File: src/rtl/sha_2x_256_pkg.sv
`default_nettype none
// ============================================================================
// Module   : sha_2x_256_pkg
// Brief    : Shared SHA-2/256 constants, types and round helper functions.
// Revision : 1.0 - initial release
// ============================================================================
package sha_2x_256_pkg;

    typedef logic [31:0]        word_t;
    typedef logic [7:0][31:0]   state8_t;   // index 0 = a / H0
    typedef logic [15:0][31:0]  window_t;   // index 0 = oldest word W_t

    typedef enum logic [0:0] {
        ST_IDLE  = 1'b0,
        ST_ROUND = 1'b1
    } state_t;

    localparam logic [31:0] K256 [64] = '{
        32'h428a2f98, 32'h71374491, 32'hb5c0fbcf, 32'he9b5dba5, 32'h3956c25b, 32'h59f111f1, 32'h923f82a4, 32'hab1c5ed5,
        32'hd807aa98, 32'h12835b01, 32'h243185be, 32'h550c7dc3, 32'h72be5d74, 32'h80deb1fe, 32'h9bdc06a7, 32'hc19bf174,
        32'he49b69c1, 32'hefbe4786, 32'h0fc19dc6, 32'h240ca1cc, 32'h2de92c6f, 32'h4a7484aa, 32'h5cb0a9dc, 32'h76f988da,
        32'h983e5152, 32'ha831c66d, 32'hb00327c8, 32'hbf597fc7, 32'hc6e00bf3, 32'hd5a79147, 32'h06ca6351, 32'h14292967,
        32'h27b70a85, 32'h2e1b2138, 32'h4d2c6dfc, 32'h53380d13, 32'h650a7354, 32'h766a0abb, 32'h81c2c92e, 32'h92722c85,
        32'ha2bfe8a1, 32'ha81a664b, 32'hc24b8b70, 32'hc76c51a3, 32'hd192e819, 32'hd6990624, 32'hf40e3585, 32'h106aa070,
        32'h19a4c116, 32'h1e376c08, 32'h2748774c, 32'h34b0bcb5, 32'h391c0cb3, 32'h4ed8aa4a, 32'h5b9cca4f, 32'h682e6ff3,
        32'h748f82ee, 32'h78a5636f, 32'h84c87814, 32'h8cc70208, 32'h90befffa, 32'ha4506ceb, 32'hbef9a3f7, 32'hc67178f2
    };

    // Listed H7 first so that element [0] is H0.
    localparam state8_t IV256 = {
        32'h5be0cd19, 32'h1f83d9ab, 32'h9b05688c, 32'h510e527f,
        32'ha54ff53a, 32'h3c6ef372, 32'hbb67ae85, 32'h6a09e667
    };
    localparam state8_t IV224 = {
        32'hbefa4fa4, 32'h64f98fa7, 32'h68581511, 32'hffc00b31,
        32'hf70e5939, 32'h3070dd17, 32'h367cd507, 32'hc1059ed8
    };

    function automatic word_t rotr(input word_t x, input int unsigned n);
        return (x >> n) | (x << (32 - n));
    endfunction

    function automatic word_t shr(input word_t x, input int unsigned n);
        return x >> n;
    endfunction

    function automatic word_t ch(input word_t e, input word_t f, input word_t g);
        return (e & f) ^ (~e & g);
    endfunction

    function automatic word_t maj(input word_t a, input word_t b, input word_t c);
        return (a & b) ^ (a & c) ^ (b & c);
    endfunction

    function automatic word_t big_sig0(input word_t x);
        return rotr(x, 2) ^ rotr(x, 13) ^ rotr(x, 22);
    endfunction

    function automatic word_t big_sig1(input word_t x);
        return rotr(x, 6) ^ rotr(x, 11) ^ rotr(x, 25);
    endfunction

    function automatic word_t small_sig0(input word_t x);
        return rotr(x, 7) ^ rotr(x, 18) ^ shr(x, 3);
    endfunction

    function automatic word_t small_sig1(input word_t x);
        return rotr(x, 17) ^ rotr(x, 19) ^ shr(x, 10);
    endfunction

    // SHA-224 truncates to seven words; the last word is presented as zero.
    function automatic logic [255:0] hash_pack(input state8_t h, input logic sha224);
        logic [255:0] r;
        r = '0;
        for (int i = 0; i < 8; i++) begin
            r[255 - 32*i -: 32] = h[i];
        end
        if (sha224) begin
            r[31:0] = '0;
        end
        return r;
    endfunction

endpackage
`default_nettype wire

File: src/rtl/sha_2x_256_round.sv
`default_nettype none
// ============================================================================
// Module   : sha_2x_256_round
// Brief    : One combinational SHA-256 round plus schedule window slide.
// Revision : 1.0 - initial release
// ============================================================================
module sha_2x_256_round
    import sha_2x_256_pkg::*;
(
    input  state8_t i_v,
    input  window_t i_win,
    input  word_t   i_k,
    output state8_t o_v,
    output window_t o_win
);

    word_t w_t1;
    word_t w_t2;
    word_t w_next;

    always_comb begin
        w_t1   = i_v[7] + big_sig1(i_v[4]) + ch(i_v[4], i_v[5], i_v[6]) + i_k + i_win[0];
        w_t2   = big_sig0(i_v[0]) + maj(i_v[0], i_v[1], i_v[2]);
        // W_(t+16) enters at the top as W_t leaves at the bottom.
        w_next = small_sig1(i_win[14]) + i_win[9] + small_sig0(i_win[1]) + i_win[0];
        o_v    = {i_v[6], i_v[5], i_v[4], i_v[3] + w_t1,
                  i_v[2], i_v[1], i_v[0], w_t1 + w_t2};
        o_win  = {w_next, i_win[15:1]};
    end

endmodule
`default_nettype wire

File: src/rtl/sha_2x_256.sv
`default_nettype none
// ============================================================================
// Module   : sha_2x_256
// Brief    : SHA-256/SHA-224 block compression engine, UNROLL rounds per clock.
// Revision : 1.0 - initial release
// ============================================================================
module sha_2x_256
    import sha_2x_256_pkg::*;
#(
    parameter int UNROLL = 1
) (
    input  logic         clk,
    input  logic         rst,
    input  logic [511:0] Data,
    input  logic         First,
    input  logic         Mode,
    input  logic         Enable,
    output logic         Busy,
    output logic [255:0] Hash,
    output logic         Ready
);

    localparam logic [5:0] c_STEP      = 6'(UNROLL);
    localparam logic [5:0] c_LAST_ITER = 6'(64 - UNROLL);

    if (!(UNROLL == 1 || UNROLL == 2 || UNROLL == 4 || UNROLL == 8 || UNROLL == 16)) begin : g_bad_unroll
        $error("sha_2x_256: UNROLL must be 1, 2, 4, 8 or 16");
    end

    state_t         r_state;
    state_t         w_state_next;
    logic           w_accept;
    logic           w_last;
    logic [5:0]     r_iter;
    logic           r_mode;
    logic           r_ready;
    state8_t        r_h;
    state8_t        r_v;
    window_t        r_win;
    logic [255:0]   r_hash;
    state8_t        w_h_init;
    state8_t        w_h_sum;
    state8_t        w_v_chain   [UNROLL+1];
    window_t        w_win_chain [UNROLL+1];

    always_ff @(posedge clk or negedge rst) begin
        if (!rst) begin
            r_state <= ST_IDLE;
        end else begin
            r_state <= w_state_next;
        end
    end

    always_comb begin
        w_state_next = r_state;
        w_accept     = 1'b0;
        w_last       = 1'b0;
        case (r_state)
            ST_IDLE: begin
                if (Enable) begin
                    w_accept     = 1'b1;
                    w_state_next = ST_ROUND;
                end
            end
            ST_ROUND: begin
                if (r_iter == c_LAST_ITER) begin
                    w_last       = 1'b1;
                    w_state_next = ST_IDLE;
                end
            end
            default: w_state_next = ST_IDLE;
        endcase
    end

    assign w_v_chain[0]   = r_v;
    assign w_win_chain[0] = r_win;

    for (genvar gi = 0; gi < UNROLL; gi++) begin : g_round
        sha_2x_256_round u_round (
            .i_v   (w_v_chain[gi]),
            .i_win (w_win_chain[gi]),
            .i_k   (K256[r_iter + 6'(gi)]),
            .o_v   (w_v_chain[gi+1]),
            .o_win (w_win_chain[gi+1])
        );
    end

    always_comb begin
        w_h_init = r_h;
        if (First) begin
            w_h_init = Mode ? IV224 : IV256;
        end
        w_h_sum = r_h;
        for (int i = 0; i < 8; i++) begin
            w_h_sum[i] = r_h[i] + w_v_chain[UNROLL][i];
        end
    end

    // The Hash register only moves on the final round, so loading a new IV
    // into H at accept never disturbs the previously delivered digest.
    always_ff @(posedge clk or negedge rst) begin
        if (!rst) begin
            r_iter  <= '0;
            r_mode  <= 1'b0;
            r_ready <= 1'b0;
            r_h     <= IV256;
            r_v     <= '0;
            r_win   <= '0;
            r_hash  <= hash_pack(IV256, 1'b0);
        end else begin
            r_ready <= w_last;
            if (w_accept) begin
                r_win  <= Data;
                r_h    <= w_h_init;
                r_v    <= w_h_init;
                r_iter <= '0;
                if (First) begin
                    r_mode <= Mode;
                end
            end else if (r_state == ST_ROUND) begin
                r_v   <= w_v_chain[UNROLL];
                r_win <= w_win_chain[UNROLL];
                if (w_last) begin
                    r_h    <= w_h_sum;
                    r_hash <= hash_pack(w_h_sum, r_mode);
                    r_iter <= '0;
                end else begin
                    r_iter <= r_iter + c_STEP;
                end
            end
        end
    end

    assign Busy  = (r_state == ST_ROUND);
    assign Ready = r_ready;
    assign Hash  = r_hash;

endmodule
`default_nettype wire

File: config.mk
export PLATFORM = sky130hd
export DESIGN_NAME = sha_2x_256
export DESIGN_NICKNAME = d
export VERILOG_FILES = /design/src/rtl/sha_2x_256_pkg.sv /design/src/rtl/sha_2x_256_round.sv /design/src/rtl/sha_2x_256.sv
export SDC_FILE = /design/constraint.sdc
export NUM_CORES = 2
export LEC_CHECK = 0
export BUFFER_PORTS_ARGS = -buffer_cell sky130_fd_sc_hd__buf_2
export CORE_ASPECT_RATIO = 1.1
export CORE_MARGIN = 4
export CORE_UTILIZATION = 51
export DETAILED_ROUTE_END_ITERATION = 6
export GPL_TIMING_DRIVEN = 0
export PLACE_DENSITY = 0.71
export RECOVER_POWER = 25
export SLEW_MARGIN = 20
export SYNTH_ARGS = -nofsm -noshare
export SYNTH_HDL_FRONTEND = slang
export SYNTH_SLANG_ARGS = --single-unit
File: constraint.sdc
create_clock -name clk -period 10.47 [get_ports clk]
set_input_delay 1.5705 -clock clk [delete_from_list [all_inputs] [get_ports clk]]
set_output_delay 1.5705 -clock clk [all_outputs]
set_load 0.005 [all_outputs]
==> summary.md <==
| Metric | Value |
|---|---|
| Status | `complete, but fails checks` |
| Failing checks | `DRC, capacitance limit, slew limit, setup timing` |
| Final WL | `435 mm` |
| Final net count | `11000` |
| Worst Path Required | `11.19 ns` |
| Core Util, Final | `59.7%` |
| Cells after DPL | `11800` |
| Yosys cell types | `91` |
| Synth cell count leaders | `nand2_1 (1565), o21ai_0 (1030), dfrtp_1 (1017), clkbuf_1 (546), a21oi_1 (539)` |
| CTS clock-pin slew for the worst setup and hold paths | `around 0.07 ns` |
| Post-DP HPWL | `342 mm` |
| Worst hold slack | `0.455 ns` |
| Clock Latency Late Sink | `0.88 ns` |
| Crit path DAT | `11.31 ns` |
| RD Place Congestion | `1.12` |
| WL/cell | `35.7 um` |
| Die Y | `427 um` |
| CP max-delay cell | `xor2_1` |
| Hold_buf cts | `0` |
| IO buf count | `773` |
| First-pass GRT wire length | `597 mm` |
| Mapped cell area | `around 81000 um^2` |
| CTS sink count | `1289` |
| Final period utilization | `101%` |
| Syn Inst Count | `8934` |
| H-tree depth | `4` |
| Root Buffer | `clkbuf_16` |
| Slew @ Worst Pin | `around 7 ns` |
| Synth area leader | `dfrtp_1` |
| Core footprint | `158000 um^2` |
| Number of remaining DRC errors | `3` |
| Critical path peak fanout | `16` |
| Average via count per standard cell | `6.65` |
| Setup crit end kind | `flop` |
| CTS Buffer Depth | `3` |
| Number of routed nets with antenna violations | `0` |
| Setup Skew | `0.0410 ns` |
| Initial DRC Count | `10900` |
| Max_slew headroom | `-358%` |
| Remaining global-route overflow | `0` |
| Synth-to-Final Area Change | `16.1%` |
| Count leader, synth | `nand2_1` |
| Synthesized netlist net count | `10000` |
| Vias in the first global route | `78300` |
| Post-synth ARST share | `100%` |
| Syn Area/Cell | `9.11 um^2` |
| Fin. Hold Viols | `0` |
| Final min period | `10.59 ns` |
| Fillers | `13800` |
| Slew Limit Fails | `464` |
| Die width | `389 um` |
| Finished Layout Cells | `12200` |
| CP most frequent cell | `ha_1` |
| Vias | `81000` |
| Largest net degree at the start of global routing | `135` |
| I/O Pins | `775` |
| Crit Path Class | `flop to flop` |
| Top-area cell type share of the netlist area | `between 30% and 40%` |
| Seq cells post-synth | `1289` |
| Synth warn | `0` |
| CP startpoint kind | `flop` |
| CP Buf/Inv Count | `7` |
| Max Fclk | `94.4 MHz` |
| Post-synth EDFFs | `0` |
| Primary FF master, synth | `dfrtp_1` |
| Initial Util | `about half` |
| Full die area | `166000 um^2` |
| Ranking of synthesized cells by area | `dfrtp_1 (31%), dfstp_2 (8.8%), nand2_1 (7.2%), mux2i_1 (6.6%), o21ai_0 (6.3%)` |
| Hold Path Class | `flop to flop` |
| Count of final setup violators | `1` |
| Slowest Stage Delay on Critical Path | `around 0.79 ns` |
| CTS tree | `built` |
| PnR worst setup slack | `-0.125 ns` |
| Critical path's top delay family | `compound AO/OA/AOI/OAI gates` |
| Seq/Total Area, Yosys | `40.1%` |
| CTS buffer count | `144` |
| Placement Rows | `153` |
| Ratio of cells with drive above 1 in the final layout | `16.1%` |
| Maxcap violations | `4` |
| Initial antenna violation count | `95` |
| 1st-pass router iterations | `7` |
| Global Route Usage Sum | `51.3%` |
## cells by family (layout without fill, tap and decap cells)
group | after synthesis | in the layout | synth area share [%]
adders and majority gates | 609 | 609 | 11.1
other | 0 | 60 | 0
AOI/OAI and AO/OA | 2520 | 2520 | 18.6
xor gates and xnor gates | 563 | 563 | 6.08
muxes | 563 | 563 | 7.06
and+or+nand+nor | 2462 | 2462 | 12.8
DFF | 1289 | 1289 | 40.1
buffers and inverters | 928 | 2021 | 4.28
## worst register-to-register path: cells and delay by family, from the launching register on
| kind | cells | cell delay (ns) |
|---|---|---|
| xor gates and xnor gates | 4 | 1.83 |
| buffers and inverters | 7 | 1.78 |
| adders and majority gates | 5 | 1.84 |
| DFF | 1 | 0.51 |
| AOI/OAI and AO/OA | 8 | 2.98 |
| and+or+nand+nor | 6 | 1.51 |
## routing by layer
layer | track usage (%) | vias up | share of wire (%)
met5 | 0 | - | 0.14
met4 | 47.4 | 94 | 12
met3 | 19.7 | 2076 | 13
met2 | 76.4 | 6309 | 42
li1 | - | 33100 | -
met1 | 56.5 | 39400 | 33
## final timing paths
path	startpoint	to	slack, ns	cells past startpoint
min in group asynchronous	rst	Hash[117]	3.19	1
worst min register to register	Hash[132]	Hash[132]	0.45	2
worst min-delay path	Hash[132]	Hash[132]	0.45	2
max in group asynchronous	rst	r_iter[2]	1.10	2
worst max-delay path	r_iter[2]	Hash[127]	-0.12	30
worst max register to register	r_iter[2]	Hash[127]	-0.12	30
## placed cells by master, fill, tap and decap left out, types with 69 or more instances in the layout
| cell type | netlist | final |
|---|---|---|
| dfrtp_1 | 1017 | 1013 |
| dfstp_2 | 272 | 272 |
| o21ai_0 | 1030 | 1024 |
| xnor2_1 | 422 | 409 |
| mux2i_1 | 536 | 534 |
| nand3_1 | 98 | 98 |
| buf_2 | 1 | 789 |
| clkbuf_2 | 0 | 108 |
| o22ai_1 | 76 | 76 |
| inv_1 | 338 | 335 |
| a21oi_1 | 539 | 536 |
| and3_1 | 80 | 80 |
| xor2_1 | 140 | 129 |
| o21ai_1 | 66 | 69 |
| nor3_1 | 113 | 113 |
| nor2_1 | 339 | 328 |
| nand2_1 | 1565 | 1560 |
| ha_1 | 396 | 393 |
| fa_1 | 195 | 195 |
| clkbuf_1 | 546 | 471 |
| a21o_1 | 221 | 221 |
| clkbuf_16 | 0 | 151 |
## area by class of cell
cell class | count | area (um^2) | share of cell area, %
diodes | 60 | 150 | 0.159
well taps | 2092 | 2620 | 2.77
multi-input cells | 6717 | 45800 | 48.5
flip-flops and latches | 1289 | 32600 | 34.5
plain buffers | 579 | 2350 | 2.48
inverters | 344 | 1310 | 1.39
clock inverters | 56 | 629 | 0.666
clock buffers | 214 | 4270 | 4.52
repair buffers | 828 | 4740 | 5.02
## registers in the layout (all words and copies together), names as in the netlist
signal  flops
r_win     512
Hash      256
r_h       256
r_v       256
r_iter      6
Busy        1
Ready       1
r_mode      1
## what timing repair did
| action | in CTS | in global routing |
|---|---|---|
| pin swaps | 0 | 6 |
| setup buffers | 7 | 12 |
| setup endpoints to repair | 68 | 26 |
| resized for setup | 68 | 82 |
## stage by stage
step	setup slack [ns]	setup TNS [ns]	cell area, um^2
final	-0.125	-0.125	94500
after global routing	-0.0868	-0.227	94400
after CTS	0.0150	0	94000
after detailed placement	-2.46	-52.60	88800
after global placement	-20.24	-	87900
after floorplan	2.04	0	81400
Power is not shown: default switching activity piles up to over one toggle a cycle in this logic, so the estimate is an artifact.
